--- config.mk ---
export PLATFORM = sky130hd
export DESIGN_NAME = temp_comparator
export DESIGN_NICKNAME = d
export VERILOG_FILES = /design/src/rtl/temp_comparator.sv
export SDC_FILE = /design/constraint.sdc
export NUM_CORES = 1
export LEC_CHECK = 0
export BUFFER_PORTS_ARGS = -buffer_cell sky130_fd_sc_hd__buf_2
export CAP_MARGIN = 20
export CORE_UTILIZATION = 30
export DETAILED_ROUTE_END_ITERATION = 16
export GPL_ROUTABILITY_DRIVEN = 0
export SLEW_MARGIN = 25
export SYNTH_ARGS = -nofsm -noshare
export SYNTH_HDL_FRONTEND = slang
export SYNTH_SLANG_ARGS = --single-unit
--- constraint.sdc ---
create_clock -name clk -period 3.8 [get_ports clk]
set_input_delay 0.57 -clock clk [delete_from_list [all_inputs] [get_ports clk]]
set_output_delay 0.57 -clock clk [all_outputs]
set_load 0.02 [all_outputs]
--- src/rtl/temp_comparator.sv ---
// Averages the last four accepted temperature samples, compares the average with
// the setpoint using hysteresis, and debounces the result into a registered code.
module temp_comparator #(
  parameter int WIDTH  = 8,
  parameter int HYST   = 1,
  parameter int STABLE = 3
) (
  input  logic             clk,
  input  logic             reset,
  input  logic             sample_valid,
  input  logic [WIDTH-1:0] sample_temp,
  input  logic [WIDTH-1:0] setpoint,
  output logic [1:0]       temp_comp,
  output logic             comp_changed
);

  typedef enum logic [1:0] {
    ST_EQUAL = 2'b00,
    ST_LOW   = 2'b01,
    ST_HIGH  = 2'b10
  } state_e;

  localparam logic [WIDTH:0] HYST_E   = (WIDTH+1)'(HYST);
  localparam logic [3:0]     STABLE_C = 4'(STABLE);

  // Sample window: win_q[0] is the newest entry, win_q[3] the oldest.
  logic [WIDTH-1:0] win_q [4];

  generate
    for (genvar gi = 0; gi < 4; gi++) begin : g_win
      if (gi == 0) begin : g_head
        always_ff @(posedge clk or posedge reset) begin
          if (reset)             win_q[gi] <= '0;
          else if (sample_valid) win_q[gi] <= sample_temp;
        end
      end else begin : g_tail
        always_ff @(posedge clk or posedge reset) begin
          if (reset)             win_q[gi] <= '0;
          else if (sample_valid) win_q[gi] <= win_q[gi-1];
        end
      end
    end
  endgenerate

  logic [WIDTH+1:0] sum_q, sum_d;
  logic [2:0]       fill_q, fill_d;
  logic             eval_q, eval_d;

  always_comb begin
    sum_d  = sum_q;
    fill_d = fill_q;
    if (sample_valid) begin
      sum_d = sum_q + {2'b00, sample_temp} - {2'b00, win_q[3]};
      if (fill_q != 3'd4) fill_d = fill_q + 3'd1;
    end
    eval_d = sample_valid && (fill_d == 3'd4);
  end

  always_ff @(posedge clk or posedge reset) begin
    if (reset) begin
      sum_q  <= '0;
      fill_q <= '0;
      eval_q <= 1'b0;
    end else begin
      sum_q  <= sum_d;
      fill_q <= fill_d;
      eval_q <= eval_d;
    end
  end

  // Comparisons are one bit wider so setpoint+HYST and avg+HYST cannot wrap.
  logic [WIDTH-1:0] avg;
  logic [WIDTH:0]   avg_e, sp_e;
  logic             above, below;

  assign avg   = WIDTH'(sum_q >> 2);
  assign avg_e = {1'b0, avg};
  assign sp_e  = {1'b0, setpoint};
  assign above = avg_e > (sp_e + HYST_E);
  assign below = (avg_e + HYST_E) < sp_e;

  state_e     state_q, state_d;
  state_e     cand_q, cand_d;
  state_e     raw;
  logic [3:0] cnt_q, cnt_d, cnt_n;
  logic       changed_q, changed_d;

  always_comb begin
    raw = ST_EQUAL;
    case (state_q)
      ST_EQUAL: begin
        if (above)      raw = ST_HIGH;
        else if (below) raw = ST_LOW;
        else            raw = ST_EQUAL;
      end
      ST_HIGH: begin
        if (below)              raw = ST_LOW;
        else if (avg_e <= sp_e) raw = ST_EQUAL;
        else                    raw = ST_HIGH;
      end
      ST_LOW: begin
        if (above)              raw = ST_HIGH;
        else if (avg_e >= sp_e) raw = ST_EQUAL;
        else                    raw = ST_LOW;
      end
      default: raw = ST_EQUAL;
    endcase
  end

  always_comb begin
    state_d   = state_q;
    cand_d    = cand_q;
    cnt_d     = cnt_q;
    cnt_n     = cnt_q;
    changed_d = 1'b0;
    if (eval_q) begin
      if (raw == state_q) begin
        cnt_n = 4'd0;
      end else if (raw == cand_q) begin
        cnt_n = cnt_q + 4'd1;
      end else begin
        cand_d = raw;
        cnt_n  = 4'd1;
      end
      cnt_d = cnt_n;
      if (cnt_n == STABLE_C) begin
        state_d   = cand_d;
        cnt_d     = 4'd0;
        changed_d = 1'b1;
      end
    end
  end

  always_ff @(posedge clk or posedge reset) begin
    if (reset) begin
      state_q   <= ST_EQUAL;
      cand_q    <= ST_EQUAL;
      cnt_q     <= '0;
      changed_q <= 1'b0;
    end else begin
      state_q   <= state_d;
      cand_q    <= cand_d;
      cnt_q     <= cnt_d;
      changed_q <= changed_d;
    end
  end

  assign temp_comp    = state_q;
  assign comp_changed = changed_q;

endmodule

# Word level (Yosys, flattened, before mapping)
# Cells that the tools add are included.
# word_totals
output_inout_bits	3
reg_bits	55
word_cells	48
inputBits	19
# classes
reduce_logical	3
order_cmp	4
eq_ne	7
n_mux	17
addsub	6
# op_table
op	n
$add 8x1->9 const B	2
$mux 4	4
$mux 2	6
$add 10x8->10	1
$sub 10x8->10	1
$gt 8x9->1	1
$lt 9x8->1	1
$ge 8x8->1	1
$le 8x8->1	1
$mux 3	2
$pmux 2 s3	1
$add 4x1->4 const B	1
$eq 2x2->1	2
$eq 4x2->1 const B	1
$mux 1	4
$add 3x1->3 const B	1
$eq 3x3->1 const B	1
$ne 3x3->1 const B	1
$eq 2x1->1 const B	1
$eq 2x2->1 const B	1
$logic_not 2->1	1
$reduce_and 2->1	1
$logic_and 1x1->1	1

# Depth between registers and ports, before layout
# logic_depth
depth_word	12
depth_mapped	15
depth_no_buf	15

# Least setup slack after synthesis
# Ideal clock, no wire load.
# synth_timing
path_type	input port to flip-flop
from	input setpoint[1]
to	register state_q[0] (netlist: temp_comp[0])
required_time_ns	3.675
arrival_time_ns	3.159
n_path_buf	0
setup_slack_ns	0.515
cell_stages	15
path_cell_list	inv_1 nor3_1 nand3_1 nor3_1 xnor2_1 ha_1 o211a_1 a211oi_2 a311o_2 nor3_4 inv_1 a211o_1 nand2_2 nor3b_4 mux2_4
# synth_between
elab_chain_cells	10
elab_cells_between_ends	21
classes_between	add/sub (1); order compare (4); eq/ne (3); mux (12); reduce/logical (1)
# synth_rtl
element	line	source
start, declared	12	input logic [WIDTH-1:0] setpoint,
$add 8x1->9 (tied with other cells)	79	assign above = avg_e > (sp_e + HYST_E);
$gt 8x9->1 (tied with other cells)	79	
$mux 2 (on tied branches)	102, 92, 97	
$pmux 2 s3 *	90	case (state_q)
$eq 2x2->1	119	end else if (raw == cand_q) begin
$mux 4	119	
$mux 4	117	if (raw == state_q) begin
$mux 4	116	if (eval_q) begin
$eq 4x2->1	126	if (cnt_n == STABLE_C) begin
$reduce_and 2->1 (no source line)	n/a	
end signal, assigned	141	state_q <= state_d;
end, declared	82	state_e state_q, state_d;
# Every way passes the cells marked *; elsewhere a longest branch is shown, timed or not. The select of a mux whose other input is x is not followed.
# A chain may end at the register's enable or synchronous reset.

# Worst setup path in the final report
# layout_timing
from	input setpoint[4]
to	register state_q[0] (netlist: temp_comp[0])
# The elaborated chain is that of the path after synthesis.

==> run metrics <==
Seq pwr share=0.306; site row count=39; combinational share of power=0.540; core area=roughly 12,000 um2; synth unique cells=52; count of final setup violators=0; maximum net fanout on the critical path=5; first-pass GRT wire length=between 10,000 and 15,000 um; final WL=6390 um; Slowest-stage cell, CP=a311o_2; Worst-path clk slew=0.07 ns; clock latency on the worst-skew pair=around 0.29 ns; Routed Antenna Nets=0; number of synthesized register bits=55; Area after DPL=3920 um2; DR WL/cell=12.2 um; # DRC=1; CP arrival=between 3 and 4 ns; power density over the cells=752 nW/um2; Post-CTS Hold Buffers=0; setup TNS=0 ns; CTS Buffer Depth=2; share of cells above drive strength 1=0.189; min Tclk post-route=3.37 ns; GRT Util Overall=0.112; Setup Fix Bufs, Post-CTS=0; TritonCTS Buffers=5; clk_skew=0.00350 ns; Peak VDD IR=about 0.0003 V; post-synthesis async set-or-reset flop share=1.00; PortBufs=21; Post-synth EDFFs=0; Buffers & Inverters on Critical Path=3; ys flop type=dfrtp_1; CTS tree=yes; 1st-pass router iterations=10; clock share of power=0.154; syn_area_per_cell=a little over 10 um2; Design Area, Final=4080 um2; max-cap violation count=0; max-slew violation count=0; P_int=1830 uW; Fillers=1,176; register-to-register path setup slack=0.53 ns; fmax=approximately 0.30 GHz; Initial DRC Count=76; WP data required=between 3 and 4 ns; commonest non-fill, non-tap cell in the layout=inv_1; number of antenna violations at the first check in global routing=0; syn nets=424; Area Growth Syn to Fin=11.8%; die area=12,600 um2; switching portion of total power=0.403; CTS Root Buffer Type=clkbuf_16; status=finished with violations; total grt overflow=0; Worst path max stage delay=0.35 ns; final core utilization=0.351; max_slew headroom=0.671; hpwl dp=5080 um; Leak Pwr=0.00194 uW; worst min path class=input port to async pin; post-synthesis cell area=3650 um2; Setup CP Type=input port to flip-flop; n_diodes=0; Initial Util=0.314; H-Tree Depth=2; Sink Count=55; Post-CTS Resized=0; maximum number of pins on one net before global-route repair=35; vias post-DR=2,490; sw power=1240 uW; Synthesis Warnings=0; worst hold slack=between 0.2 and 0.3 ns; Final Hold Viols=0; vias in the first global route=between 2,000 and 3,000; period utilisation layout=0.887; Slew @ Worst Pin=between 0.4 and 0.5 ns; CP startpoint kind=input port; Syn Inst Count=roughly 360; register area share after synthesis=0.377; Worst Setup End Kind=flip-flop; cell family with most CP delay=simple AND/OR/NAND/NOR gates; detail-routed via count per cell=roughly 4.8; RSZ-0062 raised after global routing=no; Layout Nets=447; die width=roughly 110 um; failing checks=design-rule violations; number of top-level pins=22; Die H=112 um; worst-path cell chain=buf_2 > inv_1 > nor3_1 > nand3_1 > nor3_1 > xnor2_1 > ha_1 > o211a_1 > a211oi_2 > a311o_2 > nor3_4 > inv_1 > a211o_1 > nand2_2 > nor3b_4 > mux2_4; most frequent cells in the layout=inv_1 (56), dfrtp_1 (55), ha_1 (40)
==> power groups by stage <==
stage	combinational [uW]	sequential [uW]	clock (uW)
after floorplan	1380	892	0
after global placement	1610	942	0
after detailed placement	1660	950	0
after CTS	1660	940	495
after global routing	1910	969	520
final	1660	937	473
==> layout make-up <==
cell class / instances / area, um2 / share of cell area
Sequential cell: 55 / 1380 / 0.338
Inverter: 57 / 214 / 0.0525
Tap cell: 143 / 179 / 0.0439
Timing Repair Buffer: 23 / 120 / 0.0295
Clock buffer: 8 / 156 / 0.0384
Multi-Input combinational cell: 238 / 2030 / 0.498
==> path summary, 6_finish.rpt <==
| check | start | endpoint | cells past startpoint |
|---|---|---|---|
| max in group asynchronous | reset | win_q[15] | 3 |
| hold / removal | reset | fill_q[0] | 2 |
| setup / recovery | setpoint[4] | temp_comp[0] | 16 |
| hold reg to reg | win_q[8] | win_q[8] | 1 |
| setup reg to reg | sum_q[3] | temp_comp[0] | 13 |
| min in group clk | win_q[8] | win_q[8] | 1 |
==> cell usage after synthesis (2+ instances only) <==
| master | number | area [um2] |
|---|---|---|
| nand2_1 | 20 | 75.1 |
| xor2_1 | 2 | 17.5 |
| nand3_1 | 10 | 50.1 |
| inv_1 | 57 | 214 |
| nor2_1 | 17 | 63.8 |
| buf_1 | 3 | 11.3 |
| o21bai_1 | 2 | 15.0 |
| a31oi_1 | 2 | 12.5 |
| a21oi_1 | 14 | 70.1 |
| o21ai_0 | 12 | 60.1 |
| mux2_2 | 32 | 360 |
| mux2i_1 | 2 | 20.0 |
| o21a_1 | 3 | 22.5 |
| clkbuf_1 | 4 | 15.0 |
| o22ai_1 | 2 | 12.5 |
| nor3b_1 | 3 | 22.5 |
| nor2b_1 | 4 | 25.0 |
| dfrtp_1 | 55 | 1380 |
| mux2_4 | 2 | 30.0 |
| nand4_1 | 4 | 25.0 |
| xnor2_1 | 18 | 158 |
| a21o_1 | 2 | 15.0 |
| a22oi_1 | 3 | 22.5 |
| ha_1 | 40 | 500 |
| fa_1 | 8 | 160 |
| nor3_1 | 8 | 40.0 |
| o211ai_1 | 3 | 22.5 |
==> registers in the layout, summed over array words and instances, names as in the netlist <==
signal and count:
comp_changed 1, cnt_q 4, eval_q 1, cand_q 2, sum_q 10, fill_q 3
win_q 32, temp_comp 2
==> worst register-to-register path: stages, from the launching register on <==
cell      delay, ns
dfrtp_1        0.44
ha_1           0.28
nand3_1        0.11
xnor2_1        0.14
ha_1           0.31
a211oi_1       0.24
nand2_1        0.08
o221ai_1       0.19
nand3b_1       0.16
nand3_1        0.18
o31a_1         0.26
nand2_1        0.16
nor3b_4        0.28
mux2_4         0.32
==> metal layers <==
metal | vias to the layer above | global-route usage | wire (um)
li1 | 1260 | - | -
met1 | 1191 | 0.144 | 3240
met2 | 28 | 0.182 | 2820
met3 | 11 | 0.0248 | 183
met4 | 0 | 0.0507 | 140
met5 | - | 0 | 0
==> stage by stage <==
| step | cells | worst slack (ns) | power [uW] |
|---|---|---|---|
| detailed placement | 516 | 0.125 | 2610 |
| floorplan | 357 | 0.515 | 2270 |
| finish | 524 | 0.431 | 3060 |
| global route | 524 | 0.184 | 3400 |
| global placement | 516 | 0.216 | 2550 |
| CTS | 524 | 0.437 | 3100 |
==> cells by family after synthesis <==
family,Yosys count,share of synthesized area
buffers and inverters,64,0.0659
AOI/OAI and AO/OA,57,0.104
xor gates and xnor gates,20,0.0480
DFF,55,0.377
muxes,36,0.113
and+or+nand+nor,77,0.111
adders and majority gates,48,0.181
No activity file was read; power rests on OpenSTA's default activity.
